===== config.mk =====
export PLATFORM = sky130hd
export DESIGN_NAME = reg_writeback
export DESIGN_NICKNAME = d
export VERILOG_FILES = /design/src/rtl/reg_writeback.sv
export SDC_FILE = /design/constraint.sdc
export NUM_CORES = 1
export LEC_CHECK = 0
export CAP_MARGIN = 20
export CELL_PAD_IN_SITES_DETAIL_PLACEMENT = 0
export CELL_PAD_IN_SITES_GLOBAL_PLACEMENT = 1
export CORE_UTILIZATION = 41
export DETAILED_ROUTE_END_ITERATION = 7
export PLACE_DENSITY = 0.86
export SLEW_MARGIN = 30
export SYNTH_ARGS = -nofsm -noshare
export SYNTH_HDL_FRONTEND = slang
export SYNTH_SLANG_ARGS = --single-unit

===== constraint.sdc =====
create_clock -name clk -period 3.3 [get_ports clk]
set_input_delay 0.66 -clock clk [delete_from_list [all_inputs] [get_ports clk]]
set_output_delay 0.66 -clock clk [all_outputs]
set_load 0.02 [all_outputs]

===== src/rtl/reg_writeback.sv =====
// Write-back stage: buffers ALU/memory results in a small FIFO and issues one register write per cycle.
// Optional WB_BYPASS_EN adds a combinational forwarding port that looks up queued or staged data.
module reg_writeback #(
    parameter int DEPTH = 2,
    parameter int DW    = 4,
    parameter int AW    = 4
) (
    input  logic              clk,
    input  logic              rst,
    input  logic              in_valid,
    output logic              in_ready,
    input  logic              in_we,
    input  logic [AW-1:0]     in_wr,
    input  logic [DW-1:0]     in_data,
    input  logic              in_overflow,
    input  logic              rf_hold,
    input  logic              flush,
    output logic              RegWrite,
    output logic [AW-1:0]     Wr,
    output logic [DW-1:0]     Write_data,
    output logic [2**AW-1:0]  busy,
    output logic              ovf_sticky,
`ifdef WB_BYPASS_EN
    output logic [7:0]        drop_cnt,
    input  logic [AW-1:0]     byp_addr,
    output logic              byp_hit,
    output logic [DW-1:0]     byp_data
`else
    output logic [7:0]        drop_cnt
`endif
);

    localparam int PW = (DEPTH > 1) ? $clog2(DEPTH) : 1;
    localparam logic [PW:0] FullCount = (PW+1)'(DEPTH);

    logic [AW-1:0] memAddr_q [DEPTH];
    logic [DW-1:0] memData_q [DEPTH];

    logic [PW-1:0] head_q, head_d, tail_q, tail_d;
    logic [PW:0]   count_q, count_d;
    logic          regWrite_q, regWrite_d;
    logic [AW-1:0] wr_q, wr_d;
    logic [DW-1:0] writeData_q, writeData_d;
    logic          ovfSticky_q, ovfSticky_d;
    logic [7:0]    dropCnt_q, dropCnt_d;

    logic full, empty, accept, doPush, doPop;
    logic [2**AW-1:0] busyV;

    assign full     = (count_q == FullCount);
    assign empty    = (count_q == '0);
    assign in_ready = !full && rst && !flush;
    assign accept   = in_valid && in_ready;
    assign doPush   = accept && !in_overflow && in_we && (in_wr != '0);
    assign doPop    = !empty && !rf_hold && !flush;

    always_comb begin
        head_d      = head_q;
        tail_d      = tail_q;
        count_d     = count_q;
        regWrite_d  = 1'b0;
        wr_d        = wr_q;
        writeData_d = writeData_q;
        ovfSticky_d = ovfSticky_q;
        dropCnt_d   = dropCnt_q;
        if (flush) begin
            head_d  = '0;
            tail_d  = '0;
            count_d = '0;
        end else begin
            if (doPop) begin
                regWrite_d  = 1'b1;
                wr_d        = memAddr_q[head_q];
                writeData_d = memData_q[head_q];
                head_d      = head_q + PW'(1);
            end
            if (doPush) begin
                tail_d = tail_q + PW'(1);
            end
            case ({doPush, doPop})
                2'b10:   count_d = count_q + (PW+1)'(1);
                2'b01:   count_d = count_q - (PW+1)'(1);
                default: count_d = count_q;
            endcase
            // Overflow drops are counted only when the handshake actually completes.
            if (accept && in_overflow) begin
                ovfSticky_d = 1'b1;
                if (dropCnt_q != 8'hFF) begin
                    dropCnt_d = dropCnt_q + 8'd1;
                end
            end
        end
    end

    always_ff @(posedge clk) begin
        if (!rst) begin
            head_q      <= '0;
            tail_q      <= '0;
            count_q     <= '0;
            regWrite_q  <= 1'b0;
            wr_q        <= '0;
            writeData_q <= '0;
            ovfSticky_q <= 1'b0;
            dropCnt_q   <= '0;
        end else begin
            head_q      <= head_d;
            tail_q      <= tail_d;
            count_q     <= count_d;
            regWrite_q  <= regWrite_d;
            wr_q        <= wr_d;
            writeData_q <= writeData_d;
            ovfSticky_q <= ovfSticky_d;
            dropCnt_q   <= dropCnt_d;
        end
    end

    always_ff @(posedge clk) begin
        if (doPush) begin
            memAddr_q[tail_q] <= in_wr;
            memData_q[tail_q] <= in_data;
        end
    end

    always_comb begin
        busyV = '0;
        for (int i = 0; i < DEPTH; i++) begin
            if (i < int'(count_q)) begin
                busyV[memAddr_q[head_q + PW'(i)]] = 1'b1;
            end
        end
        if (regWrite_q) begin
            busyV[wr_q] = 1'b1;
        end
        busyV[0] = 1'b0;
    end

    assign busy       = busyV;
    assign RegWrite   = regWrite_q;
    assign Wr         = wr_q;
    assign Write_data = writeData_q;
    assign ovf_sticky = ovfSticky_q;
    assign drop_cnt   = dropCnt_q;

`ifdef WB_BYPASS_EN
    logic          bypHit;
    logic [DW-1:0] bypData;

    // Scan oldest to youngest so the youngest match overrides; the staged entry is oldest of all.
    always_comb begin
        bypHit  = 1'b0;
        bypData = '0;
        if (byp_addr != '0) begin
            if (regWrite_q && (wr_q == byp_addr)) begin
                bypHit  = 1'b1;
                bypData = writeData_q;
            end
            for (int i = 0; i < DEPTH; i++) begin
                if ((i < int'(count_q)) && (memAddr_q[head_q + PW'(i)] == byp_addr)) begin
                    bypHit  = 1'b1;
                    bypData = memData_q[head_q + PW'(i)];
                end
            end
        end
    end

    assign byp_hit  = bypHit;
    assign byp_data = bypData;
`endif

endmodule


==> summary.txt, run 1 <==
Max stage delay on crit path: 0.63 ns
dominant cell by count in the synthesized netlist: nor2_1
hold bufs inserted after CTS: 0
Synthesis Warnings: 0
final worst path period share: 0.968
Pleak: 0.894 nW
slowest CP cell: clkdlybuf4s50_1
synth cell count leaders: nor2_1 (26), dfxtp_1 (23), edfxtp_1 (16)
R2R depth: 8
Final HPWL DP: 3770 um
Tot GR Track Use: 0.191
final hold violations: 0
skew final: 0.00459 ns
Worst VDD drop: 0.000220 V
total chip power: 0.920 mW
WL/cell: 14.6 um
Seq cells post-synth: 39
ANT nets after route: 0
Core ar.: 0.00514 mm^2
drt drc: 0
CTS root buf: clkbuf_8
Max-slew headroom: 0.596
clock-pin slew of the registers on the worst-case setup and hold paths: 0.08 ns
drt first pass iters: 4
ant diodes: 0
Post-Syn Area: 0.00220 mm^2
Final setup viols: 0
CTS tree: done
Worst EP required: 2.64 ns
total routed wirelength: 5070 um
Post-Synthesis Cells: 232
TritonCTS sink count: 39
syn nets: 252
synthesized area per cell: 9.48 um^2
post-synth top area share: 0.219
Critical Path Source Type: register
Synth cell types: 49
EDFF count, synth: 16
Die Area: 0.00566 mm^2
minimum clock period: 3.19 ns
Area Growth Syn to Fin: 27.9%
Worst Setup Path Type: register to primary output
initial antenna violation count: 0
largest net degree at the start of global routing: 20
Setup TNS: 0 ns
first-pass GRT wire length: 7870 um
CP Capture Type: primary output
P per Cell Area: 327 mW/mm^2
final net count: 297
Max-Cap Viols: 0
RSZ-0062 raised after global routing: true
status: finished, final reports clean
vias per cell: 5.36
Die Y-Extent: 75.2 um
port buffer count: 48
io pins: 50
Seq/Total Area, Yosys: 0.428
Post CTS Setup Buffer Count: 0
GP Congestion: 0.822
min-delay worst type: register to register
Area contributors post-synth: edfxtp_1 (22%), dfxtp_1 (21%), mux2i_1 (4.6%)
hold depth: 2
fraction of layout cells with a size suffix above 1: 0.0576
worst endpoint data arrival time: 2.53 ns
Least-Margin Pin Slew: 0.605 ns
dpl cell area: 0.00271 mm^2
Bufs on Longest Clock Path: 2
async set-reset flop share out of synthesis: 0
clock latency on the worst-skew pair: 0.29 ns
FMAX: 313 MHz
CTS buffer count: 5
Initial Util: 0.428
final instance area: 0.00281 mm^2
worst hold slack: 0.485 ns
DR iter-0 viols: 115
dominant synthesized flop cell: dfxtp_1
chip width: 75.2 um
fin. max-slew vios: 0
overflow left after global routing: 0
row count: 26
post-synth top area cell: edfxtp_1
H-tree Lvls: 2
vias in the first global route: 1685
Crit Path Max Fanout: 4
detailed-route via count: 1867
crit-path cells: inv_1 > ha_1 > nand2b_1 > nor3b_1 > a2bb2oi_1 > o21ai_0 > clkdlybuf4s50_1
[where the power goes]
group | switching (mW) | total [mW] | internal [mW] | leakage (nW)
logic | 0.0252 | 0.0531 | 0.0279 | 0.514
clock network | 0.169 | 0.359 | 0.190 | 0.0505
registers | 0.00364 | 0.508 | 0.504 | 0.330
[state kept, by name, indices dropped and copies added (netlist names), named ones only]
name / count
tail_q: 1
Wr: 4
drop_cnt: 8
ovf_sticky: 1
count_q: 2
memAddr_q: 8
RegWrite: 1
Write_data: 4
head_q: 1
memData_q: 8
[cell usage in the layout (no fill, tap or decap), types with 3 or more instances in the layout]
cell,count
nand2b_1,14
nand2_1,7
nor3b_1,6
nand3b_1,7
a2bb2oi_1,3
nor2_1,26
clkbuf_8,7
a21oi_1,15
ha_1,5
o21ai_0,14
xor2_1,3
buf_4,4
clkdlybuf4s50_1,48
a211oi_1,8
edfxtp_1,16
nand3_1,10
mux2i_1,10
dfxtp_1,23
or3_1,4
nor3_1,4
and3b_1,3
inv_1,5
[routing by layer]
metal / up-vias / wire, um / global-route usage
met3: 6 / 329 / 0.0602
met1: 852 / 2470 / 0.255
met5: - / 0 / 0
li1: 951 / - / -
met4: 0 / 63 / 0.0617
met2: 58 / 2210 / 0.296
[through the flow]
| stage | std cells | setup slack, ns | util |
|---|---|---|---|
| floorplan | 232 | 1.13 | - |
| global placement | 340 | 0.399 | 0.527 |
| detailed placement | 340 | 0.378 | 0.527 |
| CTS | 348 | 0.121 | 0.547 |
| global route | 348 | -0.0575 | 0.547 |
| finish | 348 | 0.106 | 0.547 |
[cell families (layout without fill, tap and decap cells)]
group / count (synthesis) / after routing / synth area share
DFF: 39 / 39 / 0.428
AOI/OAI and AO/OA: 62 / 62 / 0.192
and+or+nand+nor: 92 / 92 / 0.240
muxes: 10 / 10 / 0.0455
other: 1 / 1 / 0.00171
buffers and inverters: 19 / 65 / 0.0484
adders and majority gates: 5 / 5 / 0.0285
xor gates and xnor gates: 4 / 4 / 0.0159
[what timing repair did]
action / CTS / global route
endpoints found under the setup margin: 0 / 6
resized for setup: 0 / 0
endpoints found under the hold margin: 0 / 0
[path summary, 6_finish.rpt]
| check | startpoint | endpoint | slack [ns] |
|---|---|---|---|
| hold reg to reg | ovf_sticky | ovf_sticky | 0.49 |
| setup / recovery | count_q[1] | busy[5] | 0.11 |
| setup reg to reg | count_q[0] | count_q[0] | 1.27 |
| hold / removal | ovf_sticky | ovf_sticky | 0.49 |
[cell type report]
type	instances	area, um^2
clock buffers	7	96.3
clock inverters	1	7.51
fillers	488	2330
inverters	5	18.8
multi-input cells	174	1150
flip-flops and latches	39	941
well taps	70	87.6
repair buffers	52	510
[critical path: cells and delay by family (launching register included)]
kind	cells	cell delay [ns]
adder cells (fa/ha/maj)	1	0.20
buffers and inverters	2	0.73
flip-flops	1	0.41
AND/OR/NAND/NOR	2	0.64
AO/OA/AOI/OAI	2	0.25
Power figures use the tool's default switching activity.
==> inputs of run 2 (changes only) <==
--- a/config.mk
+++ b/config.mk
@@ -11,6 +11,7 @@
 export CORE_UTILIZATION = 41
 export DETAILED_ROUTE_END_ITERATION = 7
 export PLACE_DENSITY = 0.86
+export SKIP_CTS_REPAIR_TIMING = 1
 export SLEW_MARGIN = 30
 export SYNTH_ARGS = -nofsm -noshare
 export SYNTH_HDL_FRONTEND = slang
==> results of run 2 <==
Same layout as run 1: the final DEF is identical, and so are final timing and power.
==> inputs of run 3 (changes only) <==
--- a/config.mk
+++ b/config.mk
@@ -6,7 +6,7 @@
 export NUM_CORES = 1
 export LEC_CHECK = 0
 export CAP_MARGIN = 20
-export CELL_PAD_IN_SITES_DETAIL_PLACEMENT = 0
+export CELL_PAD_IN_SITES_DETAIL_PLACEMENT = 1
 export CELL_PAD_IN_SITES_GLOBAL_PLACEMENT = 1
 export CORE_UTILIZATION = 41
 export DETAILED_ROUTE_END_ITERATION = 7
==> summary.txt, run 3 (synthesis gave the netlist of run 1 again) <==
row count: 26
clock-pin slew of the registers on the worst-case setup and hold paths: 0.08 ns
Max-slew headroom: 0.648
status: finished, final reports clean
Pleak: 0.904 nW
crit path to: busy[14]
WL/cell: 17.2 um
ANT nets after route: 0
total routed wirelength: 5980 um
chip width: 75.2 um
Tot GR Track Use: 0.224
FF-to-FF Start: count_q[0]
reg2reg setup slack: 1.18 ns
total chip power: 0.961 mW
port buffer count: 48
Final setup viols: 0
io pins: 50
Max-Cap Viols: 0
CTS buffer count: 5
fin. max-slew vios: 0
DR iter-0 viols: 92
worst endpoint data arrival time: 2.50 ns
min-delay worst type: register to register
Setup TNS: 0 ns
Worst VDD drop: 0.000299 V
TritonCTS sink count: 39
CP Capture Type: primary output
H-tree Lvls: 2
Least-Margin Pin Slew: 0.527 ns
Die Y-Extent: 75.2 um
Critical Path Source Type: register
Worst EP required: 2.64 ns
drt drc: 0
drt first pass iters: 4
most common cell after layout, fill and taps aside: clkdlybuf4s50_1
final core utilization: 0.551
first-pass GRT wire length: 9200 um
Crit Path Max Fanout: 4
fraction of layout cells with a size suffix above 1: 0.0683
final hold violations: 0
final worst path period share: 0.958
Die Area: 0.00566 mm^2
R2R depth: 9
FMAX: 316 MHz
skew final: 0.00591 ns
Final HPWL DP: 4500 um
commonest cells after routing, fill and taps aside: clkdlybuf4s50_1 (48), nor2_1 (26), dfxtp_1 (22)
CTS tree: done
final net count: 297
CTS root buf: clkbuf_8
Area Growth Syn to Fin: 28.9%
detailed-route via count: 1978
Bufs on Longest Clock Path: 2
clock latency on the worst-skew pair: 0.30 ns
GP Congestion: 0.822
Core ar.: 0.00514 mm^2
largest net degree at the start of global routing: 20
hold depth: 2
ant diodes: 0
minimum clock period: 3.16 ns
vias in the first global route: 1907
vias per cell: 5.68
initial antenna violation count: 0
Worst Setup Path Type: register to primary output
overflow left after global routing: 0
FF-to-FF End: count_q[1]
crit path from: count_q[1]
P per Cell Area: 339 mW/mm^2
Initial Util: 0.428
-- run 3: final cells by class --
type	instances	area [um^2]
Sequential cell	39	942
Clock buffer	5	68.8
Fill cell	603	2310
Multi-Input combinational cell	174	1160
Inverter	5	18.8
Tap cell	70	87.6
Timing Repair Buffer	52	510
Clock inverter	3	43.8
-- run 3: through the flow --
| stage | setup slack (ns) | hold WS (ns) | cells | area, um^2 |
|---|---|---|---|---|
| after global placement | 0.399 | 0.455 | 340 | 2710 |
| final | 0.138 | 0.498 | 348 | 2830 |
| after CTS | 0.0979 | 0.499 | 348 | 2820 |
| after global routing | -0.0191 | 0.524 | 348 | 2830 |
| after floorplan | 1.13 | 0.498 | 232 | 2200 |
| after detailed placement | 0.353 | 0.477 | 340 | 2710 |
-- run 3: critical path, cell delays in order (launching register included) --
cell             delay, ns
dfxtp_1               0.40
inv_1                 0.10
ha_1                  0.21
nand2b_1              0.21
nor3_1                0.43
a2bb2oi_1             0.14
o21ai_0               0.10
clkdlybuf4s50_1       0.63
-- run 3: how the worst min path moves through the flow --
| stage | start | end | slack (ns) |
|---|---|---|---|
| finish | Write_data[2] | Write_data[2] | 0.50 |
| global route | Write_data[3] | Write_data[3] | 0.52 |
| CTS | ovf_sticky | ovf_sticky | 0.50 |
| detailed placement | ovf_sticky | ovf_sticky | 0.48 |
| global placement | ovf_sticky | ovf_sticky | 0.46 |
| floorplan | tail_q | tail_q | 0.50 |
-- run 3: power breakdown --
group | total [mW] | switching (mW) | internal [mW] | leakage (nW)
Combinational | 0.0546 | 0.0266 | 0.0279 | 0.516
Clock | 0.398 | 0.173 | 0.225 | 0.0581
Sequential | 0.508 | 0.00382 | 0.504 | 0.330
-- run 3: layer usage --
layer | vias up | track usage | part of all wire
li1 | 945 | - | -
met1 | 960 | 0.274 | 0.42
met2 | 69 | 0.392 | 0.51
met3 | 4 | 0.0509 | 0.058
met4 | 0 | 0.0700 | 0.0089
met5 | - | 0 | 0
